===== config.mk =====
export PLATFORM = sky130hd
export DESIGN_NAME = axi_lite_reg_slave
export DESIGN_NICKNAME = d
export VERILOG_FILES = /design/src/rtl/axi_lite_reg_slave.sv
export SDC_FILE = /design/constraint.sdc
export NUM_CORES = 1
export LEC_CHECK = 0
export BUFFER_PORTS_ARGS = -buffer_cell sky130_fd_sc_hd__buf_2
export CAP_MARGIN = 20
export CORE_UTILIZATION = 25
export CTS_CLUSTER_SIZE = 25
export DETAILED_ROUTE_END_ITERATION = 8
export PLACE_DENSITY = 0.51
export SYNTH_ARGS = -nofsm -noshare
export SYNTH_HDL_FRONTEND = slang
export SYNTH_SLANG_ARGS = --single-unit

===== constraint.sdc =====
create_clock -name ACLK -period 3.08 [get_ports ACLK]
set_clock_uncertainty 0.2 [all_clocks]
set_input_delay 0.308 -clock ACLK [delete_from_list [all_inputs] [get_ports ACLK]]
set_output_delay 0.308 -clock ACLK [all_outputs]
set_load 0.02 [all_outputs]

===== src/rtl/axi_lite_reg_slave.sv =====
// AXI4-Lite register-bank responder: NUM_REGS word registers with independent
// write (AW/W/B) and read (AR/R) paths, exported contents and write strobes.
module axi_lite_reg_slave #(
  parameter int ADDR_WIDTH = 32,
  parameter int DATA_WIDTH = 32,
  parameter int NUM_REGS   = 8
) (
  input  logic                           ACLK,
  input  logic                           ARESET,
  input  logic                           AWVALID,
  output logic                           AWREADY,
  input  logic [ADDR_WIDTH-1:0]          AWADDR,
  input  logic                           WVALID,
  output logic                           WREADY,
  input  logic [DATA_WIDTH-1:0]          WDATA,
  output logic                           BVALID,
  input  logic                           BREADY,
  output logic [1:0]                     BRESP,
  input  logic                           ARVALID,
  output logic                           ARREADY,
  input  logic [ADDR_WIDTH-1:0]          ARADDR,
  output logic                           RVALID,
  input  logic                           RREADY,
  output logic [DATA_WIDTH-1:0]          RDATA,
  output logic [1:0]                     RRESP,
  output logic [NUM_REGS*DATA_WIDTH-1:0] reg_q,
  output logic [NUM_REGS-1:0]            reg_wr_stb
);

  localparam int IW = ADDR_WIDTH - 2;
  localparam int SW = (NUM_REGS > 1) ? $clog2(NUM_REGS) : 1;
  localparam logic [1:0] RESP_OKAY   = 2'b00;
  localparam logic [1:0] RESP_SLVERR = 2'b10;

  typedef enum logic [1:0] {
    W_IDLE    = 2'b00,
    W_HAVE_AW = 2'b01,
    W_HAVE_W  = 2'b10,
    W_RESP    = 2'b11
  } wstate_t;

  typedef enum logic {
    R_IDLE = 1'b0,
    R_RESP = 1'b1
  } rstate_t;

  // Byte address bits [1:0] never take part in decode.
  function automatic logic addr_ok(input logic [ADDR_WIDTH-1:0] addr);
    return addr[ADDR_WIDTH-1:2] < IW'(NUM_REGS);
  endfunction

  function automatic logic [SW-1:0] addr_idx(input logic [ADDR_WIDTH-1:0] addr);
    return addr[SW+1:2];
  endfunction

  wstate_t                              r_wstate;
  wstate_t                              w_wstate_nxt;
  rstate_t                              r_rstate;
  rstate_t                              w_rstate_nxt;
  logic                                 r_awready;
  logic                                 r_wready;
  logic                                 r_bvalid;
  logic [1:0]                           r_bresp;
  logic                                 r_arready;
  logic                                 r_rvalid;
  logic [DATA_WIDTH-1:0]                r_rdata;
  logic [1:0]                           r_rresp;
  logic [ADDR_WIDTH-1:0]                r_awaddr;
  logic [DATA_WIDTH-1:0]                r_wdata;
  logic [NUM_REGS-1:0][DATA_WIDTH-1:0]  r_regs;
  logic [NUM_REGS-1:0]                  r_wr_stb;
  logic                                 w_aw_hs;
  logic                                 w_w_hs;
  logic                                 w_ar_hs;
  logic                                 w_wr_fire;
  logic [ADDR_WIDTH-1:0]                w_wr_addr;
  logic [DATA_WIDTH-1:0]                w_wr_data;

  assign w_aw_hs = AWVALID & r_awready;
  assign w_w_hs  = WVALID  & r_wready;
  assign w_ar_hs = ARVALID & r_arready;

  // Write FSM next state; the completing beat comes from the bus, the other from the buffer.
  always_comb begin
    w_wstate_nxt = r_wstate;
    w_wr_fire    = 1'b0;
    w_wr_addr    = (r_wstate == W_HAVE_AW) ? r_awaddr : AWADDR;
    w_wr_data    = (r_wstate == W_HAVE_W)  ? r_wdata  : WDATA;
    case (r_wstate)
      W_IDLE: begin
        if (w_aw_hs && w_w_hs) begin
          w_wstate_nxt = W_RESP;
          w_wr_fire    = 1'b1;
        end else if (w_aw_hs) begin
          w_wstate_nxt = W_HAVE_AW;
        end else if (w_w_hs) begin
          w_wstate_nxt = W_HAVE_W;
        end else begin
          w_wstate_nxt = W_IDLE;
        end
      end
      W_HAVE_AW: begin
        if (w_w_hs) begin
          w_wstate_nxt = W_RESP;
          w_wr_fire    = 1'b1;
        end else begin
          w_wstate_nxt = W_HAVE_AW;
        end
      end
      W_HAVE_W: begin
        if (w_aw_hs) begin
          w_wstate_nxt = W_RESP;
          w_wr_fire    = 1'b1;
        end else begin
          w_wstate_nxt = W_HAVE_W;
        end
      end
      W_RESP: begin
        if (BREADY) begin
          w_wstate_nxt = W_IDLE;
        end else begin
          w_wstate_nxt = W_RESP;
        end
      end
      default: w_wstate_nxt = W_IDLE;
    endcase
  end

  // Write path state, registered handshake outputs, beat buffers and register bank.
  always_ff @(posedge ACLK) begin
    if (ARESET) begin
      r_wstate  <= W_IDLE;
      r_awready <= 1'b0;
      r_wready  <= 1'b0;
      r_bvalid  <= 1'b0;
      r_bresp   <= RESP_OKAY;
      r_awaddr  <= '0;
      r_wdata   <= '0;
      r_regs    <= '0;
      r_wr_stb  <= '0;
    end else begin
      r_wstate  <= w_wstate_nxt;
      r_awready <= (w_wstate_nxt == W_IDLE) || (w_wstate_nxt == W_HAVE_W);
      r_wready  <= (w_wstate_nxt == W_IDLE) || (w_wstate_nxt == W_HAVE_AW);
      r_bvalid  <= (w_wstate_nxt == W_RESP);
      r_wr_stb  <= '0;
      if (w_aw_hs) begin
        r_awaddr <= AWADDR;
      end
      if (w_w_hs) begin
        r_wdata <= WDATA;
      end
      if (w_wr_fire) begin
        r_bresp <= addr_ok(w_wr_addr) ? RESP_OKAY : RESP_SLVERR;
        if (addr_ok(w_wr_addr)) begin
          r_regs[addr_idx(w_wr_addr)]   <= w_wr_data;
          r_wr_stb[addr_idx(w_wr_addr)] <= 1'b1;
        end
      end
    end
  end

  // Read FSM next state.
  always_comb begin
    w_rstate_nxt = r_rstate;
    case (r_rstate)
      R_IDLE: begin
        if (w_ar_hs) begin
          w_rstate_nxt = R_RESP;
        end else begin
          w_rstate_nxt = R_IDLE;
        end
      end
      R_RESP: begin
        if (RREADY) begin
          w_rstate_nxt = R_IDLE;
        end else begin
          w_rstate_nxt = R_RESP;
        end
      end
      default: w_rstate_nxt = R_IDLE;
    endcase
  end

  // Read path; capturing from r_regs yields the pre-write value on a same-edge collision.
  always_ff @(posedge ACLK) begin
    if (ARESET) begin
      r_rstate  <= R_IDLE;
      r_arready <= 1'b0;
      r_rvalid  <= 1'b0;
      r_rdata   <= '0;
      r_rresp   <= RESP_OKAY;
    end else begin
      r_rstate  <= w_rstate_nxt;
      r_arready <= (w_rstate_nxt == R_IDLE);
      r_rvalid  <= (w_rstate_nxt == R_RESP);
      if (w_ar_hs) begin
        r_rdata <= addr_ok(ARADDR) ? r_regs[addr_idx(ARADDR)] : '0;
        r_rresp <= addr_ok(ARADDR) ? RESP_OKAY : RESP_SLVERR;
      end
    end
  end

  assign AWREADY    = r_awready;
  assign WREADY     = r_wready;
  assign BVALID     = r_bvalid;
  assign BRESP      = r_bresp;
  assign ARREADY    = r_arready;
  assign RVALID     = r_rvalid;
  assign RDATA      = r_rdata;
  assign RRESP      = r_rresp;
  assign reg_q      = r_regs;
  assign reg_wr_stb = r_wr_stb;

endmodule


==> flow_summary.ini <==
[cts]
cts-buffers-inserted = 43
clk_pin_slew_ps = 60
post-cts-setup-buffers = 0
clk_latency_ps = 560
ctsHtreeMaxLevel = 2
cts_tree = built
clockRootBuffer = clkbuf_16
cts_max_path_buffers = 3
cts_sinks = 367

[detailed_routing]
wl_per_cell_um = 19.6
vias = 13159
drc = 0
drtIter0Drc = 704
firstDrtPassIters = 5
ant_nets = 0
viasPerCell = 4.60
wirelength_um = 56100

[yosys]
synth.mux.area_fraction = 0.272
synth-simple-area-share = 0.176
ys_top_cells_by_area = dfxtp_1 (45%), mux2i_1 (16%), nand2b_1 (10%), mux4_2 (8.9%), nand2_1 (4.5%)
synth_adder_area_share = 0
yosysMostFrequentCell = dfxtp_1
yosys.area.top_type = dfxtp_1
ys_seq_area_frac = 0.454
synthCells = 1537
yosys_warnings = 0
ys_async_sr_fraction = 0
ys.flop_type = dfxtp_1
synth_cell_types = 41
synth-edff-count = 0
avgSynthCellArea_um2 = 10.5
synth_compound_area_frac = 0.0610
synth_top_area_frac = 0.454
synth_seq_cells = 367
synth_xor_area_frac = 0
netlist_area_um2 = 16200
netlist_top_cells_count = dfxtp_1 (367), mux2i_1 (258), nand2b_1 (258)
synth_top_family_by_area = multiplexers

[global_route]
grtUsageTotal = 0.168
grt_pass1_vias = 13358
grt_pass1_wl_um = 85300
grt.overflow.total = 0
grt_max_degree = 96
antenna_found_initial = 2

[critical_path]
crit_type = flip-flop to flip-flop
startpoint_type = flip-flop
cp.arrival_ps = 2940
cp-end-kind = flip-flop
slowest_stage = dfxtp_1
worstPathRequired_ps = 3360
critPathBufInv = 1
critPathTopFamily = simple AND/OR/NAND/NOR gates
slowest_delay_ps = 550
crit_chain = nand2b_1, nand4b_1, nand2_2, o211a_4, buf_12, mux2i_1
critical_path.max_fanout = 18

[cells_and_area]
synthToLayoutAreaGrowth_pct = 32.3
final_nets = 2081
drive_gt1_frac = 0.314
fin_cells = 2860

[sta]
drv_slew = 0
setup_viol = 0
timing.final.crit_share = 0.863
tightest_slew_ps = 1000
slew_headroom = 0.331
timing.final.ws_setup_ps = 422
fmax_ghz = 0.376
hold_violations = 0
rsz0062_at_grt = no
final.setup.tns_ps = 0
period_minus_slack_ps = 2660

[place]
place_ws_ps = 432
portBuffers = 401
gp_congestion = 0.782
place_inst = 2709
dp_hpwl_um = 38100

[floorplanning]
row_count = 92
initial_core_util = 0.255
fp.dieArea_um2 = 65700
pin_count = 408
core_area_um2 = 63500
die_height_um = 256
die_x_um = 256

[hold_path]
hp-class = input port to flip-flop

[pwr]
p_leak_nw = 10.3
irDropWorstVdd_mv = 0.369
power.density_nw_per_um2 = 505

[run]
maxCapViolCount = 0

[run_status]
status = completed
[layout make-up]
| class | instances | area, um2 |
|---|---|---|
| Clock buffer | 57 | 1210 |
| Clock inverter | 22 | 235 |
| Inverter | 3 | 11.3 |
| Fill cell | 6515 | 42100 |
| Tap cell | 846 | 1060 |
| Antenna cell | 2 | 5.00 |
| Sequential cell | 367 | 7350 |
| Timing Repair Buffer | 514 | 3230 |
| Multi-Input combinational cell | 1049 | 8300 |
[worst paths after layout]
check | from | cells after the start | slack (ps) | to
setup / recovery | r_wstate[0]$_SDFF_PP0_ | 6 | 420 | reg_q[15]$_SDFFE_PP0P_
hold reg to reg | r_awaddr[22]$_SDFFE_PP0P_ | 2 | 250 | r_awaddr[22]$_SDFFE_PP0P_
setup reg to reg | r_wstate[0]$_SDFF_PP0_ | 6 | 420 | reg_q[15]$_SDFFE_PP0P_
hold / removal | AWVALID | 4 | 60 | r_wstate[0]$_SDFF_PP0_
[stage by stage]
stage                     power, mW  hold slack (ps)  utilization  area, um2
final                          10.8             62.9        0.337      21400
after global routing           11.3             71.3        0.337      21400
after CTS                      11.0             19.6        0.337      21400
after detailed placement       5.63              246        0.303      19200
after global placement         5.62              241        0.303      19200
after floorplan                5.35              231            -      16200
[registers in the layout, indices dropped and copies added (netlist names)]
name        flops
WREADY          1
BVALID          1
r_wstate        2
RRESP           1
RVALID          1
r_awaddr       30
ARREADY         1
reg_wr_stb      8
AWREADY         1
reg_q         256
RDATA          32
r_wdata        32
BRESP           1
[worst register-to-register path: cells and delay by family, from the launching register on]
kind	cells	cell delay (ps)
AO/OA/AOI/OAI	1	290
buffers and inverters	1	200
flip-flops	1	550
multiplexers	1	250
AND/OR/NAND/NOR	3	1110
[cells by family after synthesis]
| group | count (synthesis) |
|---|---|
| other | 1 |
| AOI/OAI and AO/OA | 146 |
| DFF | 367 |
| buffers and inverters | 122 |
| and+or+nand+nor | 546 |
| muxes | 355 |
[cells in the final DEF, fill, tap and decap left out, types with 4 or more instances in the layout]
cell type / count
nor4_1: 16
mux2i_1: 258
buf_2: 398
nor2_1: 42
a21o_1: 32
o211ai_4: 7
buf_12: 15
bufinv_16: 4
clkbuf_1: 7
nand2b_1: 257
nor3_1: 13
clkbuf_16: 44
dfxtp_1: 367
nand2_1: 191
clkinv_2: 13
a21oi_1: 66
nor2b_1: 4
mux2_2: 33
mux4_2: 64
dlygate4sd3_1: 70
a31oi_1: 4
a22oi_1: 32
buf_4: 30
clkbuf_8: 6
[metal layers]
layer  routed length, um  track usage  vias to the layer above
met4                1210       0.0432                        0
met5                   0            0                        -
met1               24900        0.213                     6461
met2               26700        0.282                      405
met3                3340       0.0412                       77
li1                    -            -                     6216
[power breakdown]
group | internal, mW | total (mW) | switching (mW)
Sequential | 4.80 | 4.82 | 0.0281
Combinational | 0.319 | 0.764 | 0.445
Clock | 3.11 | 5.22 | 2.11
[what timing repair did]
action,in CTS,in global routing
gates resized for setup,0,0
hold buffers,70,0
hold endpoints to repair,73,0
Power figures use the tool's default switching activity.
